<file path="config.mk">
export PLATFORM = sky130hd
export DESIGN_NAME = mem_port_arbiter
export DESIGN_NICKNAME = d
export VERILOG_FILES = /design/src/rtl/mem_port_arbiter.sv
export SDC_FILE = /design/constraint.sdc
export NUM_CORES = 1
export LEC_CHECK = 0
export CORE_AREA = 5 5 116 118
export CTS_BUF_LIST = sky130_fd_sc_hd__clkbuf_4 sky130_fd_sc_hd__clkbuf_8
export DETAILED_ROUTE_END_ITERATION = 12
export DIE_AREA = 0 0 121 123
export PLACE_DENSITY = 0.68
export SETUP_SLACK_MARGIN = 0.02
export SLEW_MARGIN = 40
export SYNTH_ARGS = -nofsm -noshare
export SYNTH_HDL_FRONTEND = slang
export SYNTH_SLANG_ARGS = --single-unit
</file>
<file path="constraint.sdc">
create_clock -name clk -period 2.6 [get_ports clk]
set_clock_uncertainty 0.2 [all_clocks]
set_input_delay 0.26 -clock clk [delete_from_list [all_inputs] [get_ports clk]]
set_output_delay 0.26 -clock clk [all_outputs]
set_load 0.01 [all_outputs]
</file>
<file path="src/rtl/mem_port_arbiter.sv">
// mem_port_arbiter
//   Two-requester round-robin arbiter in front of one single-port memory slave.
//   Requester 0 is the instruction side and requester 1 is the data side.
//   A transaction spends one IDLE cycle on arbitration. It then stays in a GRANT
//   state until one of three things happens:
//     - the slave completes the access (s_ready_i),
//     - the requester withdraws its request (no response is given), or
//     - the wait reaches TIMEOUT_CYCLES. The requester then receives ERR_DATA and
//       err_o pulses for one cycle.
//
// Ports
//   clk, rst_n                 clock, asynchronous active-low reset
//   m{0,1}_valid_i             request valid (held until the matching ready_o)
//   m{0,1}_addr_i/_wdata_i/_we_i  request payload (we == 0 means read)
//   m{0,1}_ready_o             one-cycle completion strobe
//   m{0,1}_rdata_o             read data, meaningful while ready_o is high
//   s_valid_o/_addr_o/_wdata_o/_we_o  request muxed to the slave
//   s_ready_i, s_rdata_i       slave completion and read data
//   err_o                      one-cycle pulse on a timeout
module mem_port_arbiter #(
   parameter int                    ADDR_WIDTH     = 32,
   parameter int                    DATA_WIDTH     = 32,
   parameter int                    TIMEOUT_CYCLES = 255,
   parameter logic [DATA_WIDTH-1:0] ERR_DATA       = 32'hDEAD_BEEF
) (
   input  logic                  clk,
   input  logic                  rst_n,
   input  logic                  m0_valid_i,
   output logic                  m0_ready_o,
   input  logic [ADDR_WIDTH-1:0] m0_addr_i,
   input  logic [DATA_WIDTH-1:0] m0_wdata_i,
   input  logic [3:0]            m0_we_i,
   output logic [DATA_WIDTH-1:0] m0_rdata_o,
   input  logic                  m1_valid_i,
   output logic                  m1_ready_o,
   input  logic [ADDR_WIDTH-1:0] m1_addr_i,
   input  logic [DATA_WIDTH-1:0] m1_wdata_i,
   input  logic [3:0]            m1_we_i,
   output logic [DATA_WIDTH-1:0] m1_rdata_o,
   output logic                  s_valid_o,
   output logic [ADDR_WIDTH-1:0] s_addr_o,
   output logic [DATA_WIDTH-1:0] s_wdata_o,
   output logic [3:0]            s_we_o,
   input  logic                  s_ready_i,
   input  logic [DATA_WIDTH-1:0] s_rdata_i,
   output logic                  err_o
);

   localparam int             CW     = $clog2(TIMEOUT_CYCLES + 1);
   localparam logic [CW-1:0]  TO_CNT = CW'(TIMEOUT_CYCLES);

   typedef enum logic [1:0] {
      IDLE   = 2'd0,
      GRANT0 = 2'd1,
      GRANT1 = 2'd2
   } state_e;

   state_e        state_q;
   logic          last_grant_q;
   logic [CW-1:0] cnt_q;

   logic granted, sel, sel_valid, timeout, done_ok, done_to;

   // IDLE drives every output to zero. Reset forces the FSM to IDLE
   // asynchronously, so all outputs are zero for the whole of reset.
   always_comb begin
      granted   = (state_q == GRANT0) || (state_q == GRANT1);
      sel       = (state_q == GRANT1);
      sel_valid = granted && (sel ? m1_valid_i : m0_valid_i);
      timeout   = (cnt_q == TO_CNT);
      // A slave completion in the timeout cycle wins over the abort.
      done_ok   = sel_valid && s_ready_i;
      done_to   = sel_valid && timeout && !s_ready_i;
   end

   always_comb begin
      s_valid_o  = 1'b0;
      s_addr_o   = '0;
      s_wdata_o  = '0;
      s_we_o     = '0;
      m0_ready_o = 1'b0;
      m1_ready_o = 1'b0;
      m0_rdata_o = '0;
      m1_rdata_o = '0;
      err_o      = done_to;
      if (granted) begin
         // The request is withdrawn from the slave in the abort cycle.
         s_valid_o = sel_valid && !timeout;
         if (sel) begin
            s_addr_o   = m1_addr_i;
            s_wdata_o  = m1_wdata_i;
            s_we_o     = m1_we_i;
            m1_ready_o = done_ok || done_to;
            m1_rdata_o = done_to ? ERR_DATA : s_rdata_i;
         end else begin
            s_addr_o   = m0_addr_i;
            s_wdata_o  = m0_wdata_i;
            s_we_o     = m0_we_i;
            m0_ready_o = done_ok || done_to;
            m0_rdata_o = done_to ? ERR_DATA : s_rdata_i;
         end
      end
   end

   // last_grant resets to 1 so that requester 0 wins the first tie.
   always_ff @(posedge clk or negedge rst_n) begin
      if (!rst_n) begin
         state_q      <= IDLE;
         last_grant_q <= 1'b1;
         cnt_q        <= '0;
      end else begin
         case (state_q)
            IDLE: begin
               cnt_q <= '0;
               if (m0_valid_i && m1_valid_i)
                  state_q <= last_grant_q ? GRANT0 : GRANT1;
               else if (m0_valid_i)
                  state_q <= GRANT0;
               else if (m1_valid_i)
                  state_q <= GRANT1;
            end
            GRANT0, GRANT1: begin
               if (!sel_valid) begin
                  // Request withdrawn: drop it silently and keep fairness history.
                  state_q <= IDLE;
                  cnt_q   <= '0;
               end else if (done_ok || done_to) begin
                  state_q      <= IDLE;
                  last_grant_q <= sel;
                  cnt_q        <= '0;
               end else begin
                  cnt_q <= cnt_q + CW'(1);
               end
            end
            default: state_q <= IDLE;
         endcase
      end
   end

endmodule

</file>
==> load_flow_metrics.sql <==
INSERT INTO impl_metrics (metric_group, metric, value, unit) VALUES
('setup_path', 'worst-endpoint-arrival', '2.04', 'ns'),
('cells_and_area', 'areaGrowthSynthToFinish', '152', '%'),
('timing', 'finalCritPeriodShare', '0.960', ''),
('routing', 'route.final.wire_length', '13400', 'um'),
('timing', 'report.final.slew_viol_count', '0', ''),
('setup_path', 'cp_num_buf_inv', '4', ''),
('logic_synthesis', 'syn_nets', '485', ''),
('setup_path', 'crit_path_class', 'register to output port', ''),
('routing', 'vias_per_cell', '4.33', ''),
('logic_synthesis', 'yosysUniqueCellTypes', '38', ''),
('setup_path', 'cp_slowest_stage_delay', '0.43', 'ns'),
('timing', 'hold_viol', '0', ''),
('placement', 'place.detailed.instances', '780', ''),
('placement', 'place_area', '0.00579', 'mm2'),
('outcome', 'run_status', 'finished clean', ''),
('cells_and_area', 'drive_gt1_frac', '0.110', ''),
('logic_synthesis', 'synthTopCellsByArea', 'sky130_fd_sc_hd__mux2i_1, sky130_fd_sc_hd__nor2b_1, sky130_fd_sc_hd__o21a_1', ''),
('floorplanning', 'floorplan_die_height', '123', 'um'),
('routing', 'avgRoutedWirePerCell', '16.8', 'um'),
('job', 'maxCapViolCount', '0', ''),
('min_path', 'holdCritPathClass', 'input port to async pin', ''),
('clocking', 'clkSinkCount', '11', ''),
('logic_synthesis', 'netlist.area_leader.share', '0.283', ''),
('setup_path', 'crit-reg2reg-capture', 'cnt_q[7]', ''),
('routing', 'vias', '3453', ''),
('routing', 'detail_route.iter0.violations', '123', ''),
('clocking', 'max-clock-path-buffers', '2', ''),
('logic_synthesis', 'sequential_element_share_of_the_synthesized_area', '0.115', ''),
('logic_synthesis', 'netlist_area', '0.00240', 'mm2'),
('power', 'power.density_cell_area', '885', 'mW/mm2'),
('cells_and_area', 'final-instance-count-excl-fill', '797', ''),
('logic_synthesis', 'synth_enable_flop_cells', '0', ''),
('setup_path', 'cpLargestDelayFamily', 'buffers and inverters', ''),
('clocking', 'htree_levels', '1', ''),
('clocking', 'tritoncts_clock_tree', 'built', ''),
('setup_path', 'reg2reg_slack', '0.32', 'ns'),
('timing', 'grt_setup_unrepaired', 'true', ''),
('logic_synthesis', 'postSynthAreaPerCell', '7.80', 'um2'),
('cells_and_area', 'final_antenna_diode_count', '0', ''),
('floorplanning', 'die-area', '0.0149', 'mm2'),
('cells_and_area', 'layout.nets', '803', ''),
('global_route', 'grt_start_max_net_pins', '41', ''),
('logic_synthesis', 'synthArstFlopShare', '1.00', ''),
('global_route', 'grt_pass1_vias', '3663', ''),
('timing', 'slew_headroom', '0.630', ''),
('logic_synthesis', 'synth_cells', '308', ''),
('cells_and_area', 'most_frequent_standard_cell_in_the_layout_excluding_fill_and_tap_cells', 'sky130_fd_sc_hd__clkdlybuf4s50_1', ''),
('floorplanning', 'floorplan.io_pins', '309', ''),
('timing', 'worst_pin_slew', '0.554', 'ns'),
('global_route', 'number_of_antenna_violations_at_the_first_check_in_global_routing', '0', ''),
('logic_synthesis', 'synth-warning-count', '0', ''),
('routing', 'ant_nets', '0', ''),
('logic_synthesis', 'netlist.top_cell.by_area', 'sky130_fd_sc_hd__mux2i_1', ''),
('routing', 'drt-pass1-iter-count', '4', ''),
('setup_path', 'critical_path.slowest_cell', 'sky130_fd_sc_hd__dfrtp_1', ''),
('clocking', 'clk_pin_slew_worst_paths', '0.05', 'ns'),
('clocking', 'clk_root_buffer_cell', 'sky130_fd_sc_hd__clkbuf_8', ''),
('setup_path', 'cp-end-kind', 'output port', ''),
('floorplanning', 'initial_standard_cell_utilization_of_the_core', '0.194', ''),
('floorplanning', 'rows', '41', ''),
('logic_synthesis', 'ys_ff_latch', '11', ''),
('setup_path', 'critPathMaxFanout', '8', ''),
('placement', 'place_hpwl', '10600', 'um'),
('logic_synthesis', 'ys_dominant_reg_cell', 'sky130_fd_sc_hd__dfrtp_1', ''),
('cells_and_area', 'mostFrequentLayoutCells', 'sky130_fd_sc_hd__clkdlybuf4s50_1, sky130_fd_sc_hd__dlygate4sd2_1, sky130_fd_sc_hd__nor2b_1, sky130_fd_sc_hd__mux2i_1, sky130_fd_sc_hd__o21a_1', ''),
('cells_and_area', 'stdcell_area', '0.00606', 'mm2'),
('global_route', 'grt_use_total', '0.160', ''),
('setup_path', 'timing.rr.start', 'state_q[1]', ''),
('timing', 'worst_hold_slack', '0.176', 'ns'),
('setup_path', 'cp_data_required_time', '2.14', 'ns'),
('setup_path', 'r2r.worst_path.cells', '6', '');
==> report_power, final <==
part | total (mW) | switching, mW | internal, mW
clock network | 0.188 | 0.0699 | 0.119
registers | 0.229 | 0.0249 | 0.204
logic | 4.94 | 2.19 | 2.76
total | 5.36 | 2.28 | 3.08
==> final cells by class <==
cell class	instances	area, um2	share of cell area
timing repair buffer	343	3450	0.569
tap	172	215	0.0355
sequential	11	277	0.0456
inverter	4	17.5	0.00289
clock buffer	4	48.8	0.00805
multi-input combinational	263	2050	0.339
==> cell usage after synthesis, drive strengths merged (2+ instances only) <==
master,n
a21o,2
a21oi,2
a22o,4
a31o,2
and2,2
and3,16
buf,12
clkbuf,18
dfrtp,10
ha,4
inv,4
mux2i,69
nand2,8
nand2b,2
nand3,5
nand3b,2
nand4,2
nor2,5
nor2b,71
nor3,2
o21a,48
o21ai,5
or2,4
or3,2
==> sequential cells by signal, summed over array words and instances (netlist names) <==
| register | count |
|---|---|
| cnt_q | 8 |
| last_grant_q | 1 |
| state_q | 2 |
==> kinds of logic (layout without fill, tap and decap cells) <==
logic type / after synthesis / in the layout / synth area share
simple gates: 122 / 122 / 0.305
buf+inv: 34 / 351 / 0.0589
mux: 69 / 69 / 0.289
flops: 11 / 11 / 0.115
compound gates: 68 / 68 / 0.211
fa+ha+maj: 4 / 4 / 0.0208
==> worst max path at each step <==
stage          startpoint              to  cells past startpoint
2_1_floorplan  state_q[0]  m0_rdata_o[10]                     10
3_3_place_gp   state_q[0]   m1_rdata_o[4]                      7
3_5_place_dp   state_q[0]  m1_rdata_o[14]                      7
4_1_cts        state_q[0]    s_addr_o[21]                      8
5_1_grt        state_q[0]    s_addr_o[29]                      8
6_report       state_q[1]  m0_rdata_o[18]                      7
==> per-layer routing <==
layer	wire (um)	track usage	share of wire	up-vias
li1	-	-	-	1720
met1	4970	0.171	0.37	1577
met2	7270	0.319	0.54	150
met3	1040	0.0476	0.078	6
met4	86	0.0163	0.0064	0
met5	0	0	0	-
==> through the flow <==
step	setup TNS, ns	util	worst slack [ns]
detailed placement	-0.0819	0.468	-0.0151
global placement	-0.0278	0.468	-0.00553
floorplan	0	-	0.266
CTS	0	0.482	0.0228
global route	0	0.490	0.0151
finish	0	0.490	0.105
==> repair_timing <==
| item | 4_1_cts | 5_1_grt |
|---|---|---|
| buffers inserted | 6 | 2 |
| cloned | 4 | 2 |
| setup endpoints to repair | 122 | 92 |
| resized for setup | 163 | 36 |
| hold buffers | 0 | 0 |
(Power assumes the default switching activity.)
